## config.mk

```make
export PLATFORM = sky130hd
export DESIGN_NAME = stage_6combind
export DESIGN_NICKNAME = d
export VERILOG_FILES = /design/src/rtl/stage_6combind.sv
export SDC_FILE = /design/constraint.sdc
export NUM_CORES = 1
export LEC_CHECK = 0
export ABC_AREA = 1
export CORE_MARGIN = 2
export CORE_UTILIZATION = 47
export DETAILED_ROUTE_END_ITERATION = 10
export GPL_ROUTABILITY_DRIVEN = 0
export GPL_TIMING_DRIVEN = 0
export MAX_ROUTING_LAYER = met4
export PLACE_DENSITY = 0.68
export RECOVER_POWER = 50
export SLEW_MARGIN = 20
export SYNTH_ARGS = -nofsm -noshare
export SYNTH_HDL_FRONTEND = slang
export SYNTH_SLANG_ARGS = --single-unit
```

## constraint.sdc

```tcl
create_clock -name clk -period 1.6 [get_ports clk]
set_input_delay 0.32 -clock clk [delete_from_list [all_inputs] [get_ports clk]]
set_output_delay 0.32 -clock clk [all_outputs]
set_load 0.1 [all_outputs]
```

## src/rtl/stage_6combind.sv

```systemverilog
// Clocked emulation of a six-stage two-phase bundled-data micropipeline.
// Each stage keeps a phase bit and a data word; tokens advance at most one stage per edge.
module stage_6combind #(
  parameter int STAGES = 6,
  parameter int WIDTH  = 3
) (
  input  logic             clk,
  input  logic             rst,
  input  logic             req_in,
  input  logic             ack_in,
  input  logic [WIDTH-1:0] data_in,
  output logic             req_out,
  output logic             ack_out,
  output logic [WIDTH-1:0] data_out
);

  logic [STAGES-1:0]            r_q;
  logic [STAGES-1:0]            r_d;
  logic [STAGES-1:0][WIDTH-1:0] d_q;
  logic [STAGES-1:0][WIDTH-1:0] d_d;

  logic [STAGES-1:0]            req_up_s;
  logic [STAGES-1:0]            ack_dn_s;
  logic [STAGES-1:0][WIDTH-1:0] data_up_s;
  logic [STAGES-1:0]            fire_s;

  // Neighbour wiring: stage 0 faces the upstream port, the last stage faces ack_in.
  always_comb begin
    req_up_s  = {r_q[STAGES-2:0], req_in};
    ack_dn_s  = {ack_in, r_q[STAGES-1:1]};
    data_up_s = {d_q[STAGES-2:0], data_in};
  end

  // A stage fires when a new request phase arrives and its own token has been acknowledged.
  always_comb begin
    fire_s = '0;
    for (int k = 0; k < STAGES; k++) begin
      fire_s[k] = (req_up_s[k] != r_q[k]) && (r_q[k] == ack_dn_s[k]);
    end
  end

  // Next state: firing stages capture upstream phase and data, all others hold.
  always_comb begin
    r_d = r_q;
    d_d = d_q;
    for (int k = 0; k < STAGES; k++) begin
      if (fire_s[k]) begin
        r_d[k] = req_up_s[k];
        d_d[k] = data_up_s[k];
      end else begin
        r_d[k] = r_q[k];
        d_d[k] = d_q[k];
      end
    end
  end

  // Stage registers; reset wins over any firing and drops in-flight tokens.
  always_ff @(posedge clk) begin
    if (!rst) begin
      r_q <= '0;
      d_q <= '0;
    end else begin
      r_q <= r_d;
      d_q <= d_d;
    end
  end

  assign ack_out  = r_q[0];
  assign req_out  = r_q[STAGES-1];
  assign data_out = d_q[STAGES-1];

endmodule

```

==> impl_metrics.csv <==
group,metric,value,unit
clock_tree,cts_tree,"done",
critical_path,slowest_delay,0.45,ns
power_and_ir_drop,p_leak,0.5651,nW
critical_path,path_buf_inv,1,
critical_path,crit-reg2reg-launch,"r_q[4]",
cells_and_area,drive_gt1_share,15.06,%
yosys,synth.distinct_cells,19,
worst_hold_path,hold_path.class,"in -> reg",
routing,drt_wl_total,1.998,mm
placed_design,place_inst,190,
clock_tree,clock_path_buffers,2,
timing,fmax,0.6592,GHz
floorplanning,initial_core_util,49.80,%
global_route,grt_max_degree,15,
placed_design,port-buffer-count,10,
timing,final-hold-violation-count,0,
global_route,track_usage,17.15,%
timing,min_period_over_period,94.82,%
critical_path,cp_cell_sequence,"buf_2",
routing,drc,0,
power_and_ir_drop,comb_power_share,28.4,%
floorplanning,die_y,52.65,µm
critical_path,crit_arrival,1.20,ns
power_and_ir_drop,p_clk_share,26.7,%
clock_tree,postCtsSetupRepairBufs,0,
global_route,grt_pass1_wl,3.367,mm
timing,grt_setup_unrepaired,"no",
yosys,synth_nets,159,
critical_path,path_class,"reg -> out",
routing,drtPass1Iterations,4,
timing,setup_viol,0,
routing,detail_route.wl_per_cell,10.30,µm
power_and_ir_drop,power.switching,0.5477,mW
routing,detail-route-antenna-nets,0,
clock_tree,cts-root-buf,"clkbuf_4",
critical_path,cp.required,1.28,ns
critical_path,crit_path_end_kind,"output port",
yosys,synth-seq-area-share,43.19,%
cells_and_area,fin_nets,174,
routing,vias,943,
yosys,synth_cells,152,
power_and_ir_drop,seq_power_share,44.9,%
clock_tree,worstSkewPairLatency,0.32,ns
timing,tightest_slew,0.4857,ns
power_and_ir_drop,internal_power,1.107,mW
power_and_ir_drop,p_sw_share,33.11,%
routing,vias_per_cell,4.861,
yosys,syn_area,1112,µm²
yosys,synth-seq-cells,24,
critical_path,startpoint_type,"register",
clock_tree,cts-hold-fix-buffers,0,
clock_tree,htreeDepth,1,
clock_tree,cts.clk_slew.worst_paths,0.14,ns
global_route,overflow,0,
flow_run,cap_violations,0,
critical_path,cpLargestDelayFamily,"buffers and inverters",
power_and_ir_drop,pwr_density_cell,1325,nW/µm²
yosys,yosys-top-cells-area,"dfxtp_1, nor2_1, nand2_1",
critical_path,cp_max_fo,6,
power_and_ir_drop,peakVddDrop,0.7432,mV
critical_path,crit_path_top_delay_cell,"buf_2",
floorplanning,fp.dieW,52.65,µm
cells_and_area,n_fill_cell,220,
clock_tree,numClockSinks,24,
floorplanning,io_pins,12,
cells_and_area,antenna_cells,0,
clock_tree,cts_buffers,3,
timing,slew_headroom,67.85,%
critical_path,startpoint,"r_q[5]",
placed_design,place_area,1250,µm²
worst_hold_path,hp-start,"rst",
timing,report.final.slew_viol_count,0,
status,status,"completed",
global_route,grt_pass1_vias,864,
cells_and_area,fin_cells,194,
cells_and_area,syn_to_final_growth,12.26,%
timing,skew,0.007362,ns
global_route,antenna_found_initial,0,
cells_and_area,final_cell_area,1249,µm²
placed_design,dp_hpwl,1.501,mm
timing,min_period,1.517,ns
floorplanning,dieArea,2772,µm²
yosys,syn_area_per_cell,7.318,µm²
yosys,yosys.area.top_type_share,43.19,%
floorplanning,fp-row-count,17,
yosys,ys_warn_count,0,
yosys,yosys.area.top_type,"dfxtp_1",
routing,drt_iter0_drc,13,
floorplanning,core_area,2233,µm²
[cell usage after synthesis]
library cell,instances
nand2_1,24
nand3_1,9
dfxtp_1,24
a211oi_1,3
nor2_1,32
buf_4,5
xnor2_2,1
a21oi_1,10
nand2_2,7
xnor2_1,1
nor2_2,1
inv_2,5
nor2_4,3
nand3b_1,6
inv_1,12
clkbuf_1,1
clkinv_1,1
o21ai_0,6
buf_6,1
[kinds of logic (layout without fill, tap and decap cells)]
group                  after synthesis  after routing  share of synthesized area, %
AND/OR/NAND/NOR                     82             82                         34.53
buffers and inverters               25             39                         10.80
flip-flops                          24             24                         43.19
AO/OA/AOI/OAI                       19             19                         9.224
XOR/XNOR                             2              2                         2.250
[power by group through the flow]
stage / Sequential (mW) / Clock (mW) / Combinational, mW
finish: 0.742 / 0.442 / 0.470
global route: 0.754 / 0.463 / 0.540
CTS: 0.746 / 0.448 / 0.499
detailed placement: 0.759 / 0 / 0.505
global placement: 0.756 / 0 / 0.494
floorplan: 0.777 / 0 / 0.386
[layout make-up]
class	instances	area, µm²	area share [%]
plain buffers	7	48.80	3.908
well taps	28	35.03	2.806
flip-flops and latches	24	483.0	38.68
multi-input cells	103	486.7	38.98
clock inverters	1	30.03	2.405
repair buffers	10	75.07	6.012
clock buffers	3	22.52	1.804
inverters	18	67.56	5.411
[registers in the layout (all words and copies together) (netlist names)]
signal,flops
r_q,6
d_q,15
data_out,3
[layout by cell type, fill, tap and decap left out]
master	netlist	layout
a21oi_1	10	10
nand3_1	9	9
clkbuf_4	0	3
xnor2_2	1	1
clkdlybuf4s50_1	0	5
nor2_1	32	35
o21ai_0	6	6
dfxtp_1	24	22
dfxtp_2	0	2
buf_6	1	1
buf_4	5	4
inv_2	5	3
buf_2	0	5
inv_1	12	14
a211oi_1	3	3
clkbuf_1	1	2
clkinv_1	1	1
nor2_4	3	1
xnor2_1	1	1
bufinv_16	0	1
nand3b_1	6	6
nand2_2	7	4
nand2_1	24	27
[metrics by stage]
| stage | setup WS [ns] | setup TNS (ns) | hold slack (ns) | utilization [%] | power [mW] |
|---|---|---|---|---|---|
| after floorplan | 0.3103 | 0 | 0.4426 | - | 1.163 |
| after global placement | -0.2475 | -1.150 | 0.4619 | 55.97 | 1.250 |
| after detailed placement | -0.2520 | -1.163 | 0.4643 | 55.97 | 1.264 |
| after CTS | 0.01118 | 0 | 0.2320 | 57.42 | 1.692 |
| after global routing | 0.05624 | 0 | 0.2444 | 55.91 | 1.757 |
| final | 0.08290 | 0 | 0.2437 | 55.91 | 1.654 |
[per-layer routing]
metal	global-route usage, %	routed length, µm	vias up
met5	-	0	-
met3	2.571	48	4
met1	17.23	888	430
met4	7.692	27	0
li1	-	-	499
met2	32.29	1034	10
[worst reg2reg max path, cell delays in order, from the launching register on]
cell	delay, ns
dfxtp_1	0.33
clkbuf_1	0.32
inv_1	0.14
nand2_1	0.08
nand2_1	0.18
nor2_4	0.17
nor2_1	0.05
nor2_1	0.09
[timing repair]
item,4_1_cts,5_1_grt
gates resized for setup,24,1
hold endpoints to repair,0,0
endpoints found under the setup margin,5,1
[final timing paths]
| check | end | cells past startpoint | slack [ns] |
|---|---|---|---|
| max | req_out | 1 | 0.08 |
| min | d_q[14] | 3 | 0.24 |
| max reg2reg | d_q[9] | 7 | 0.18 |
| min reg2reg | d_q[3] | 2 | 0.49 |
Note: power is estimated with default switching activity, not from simulation.
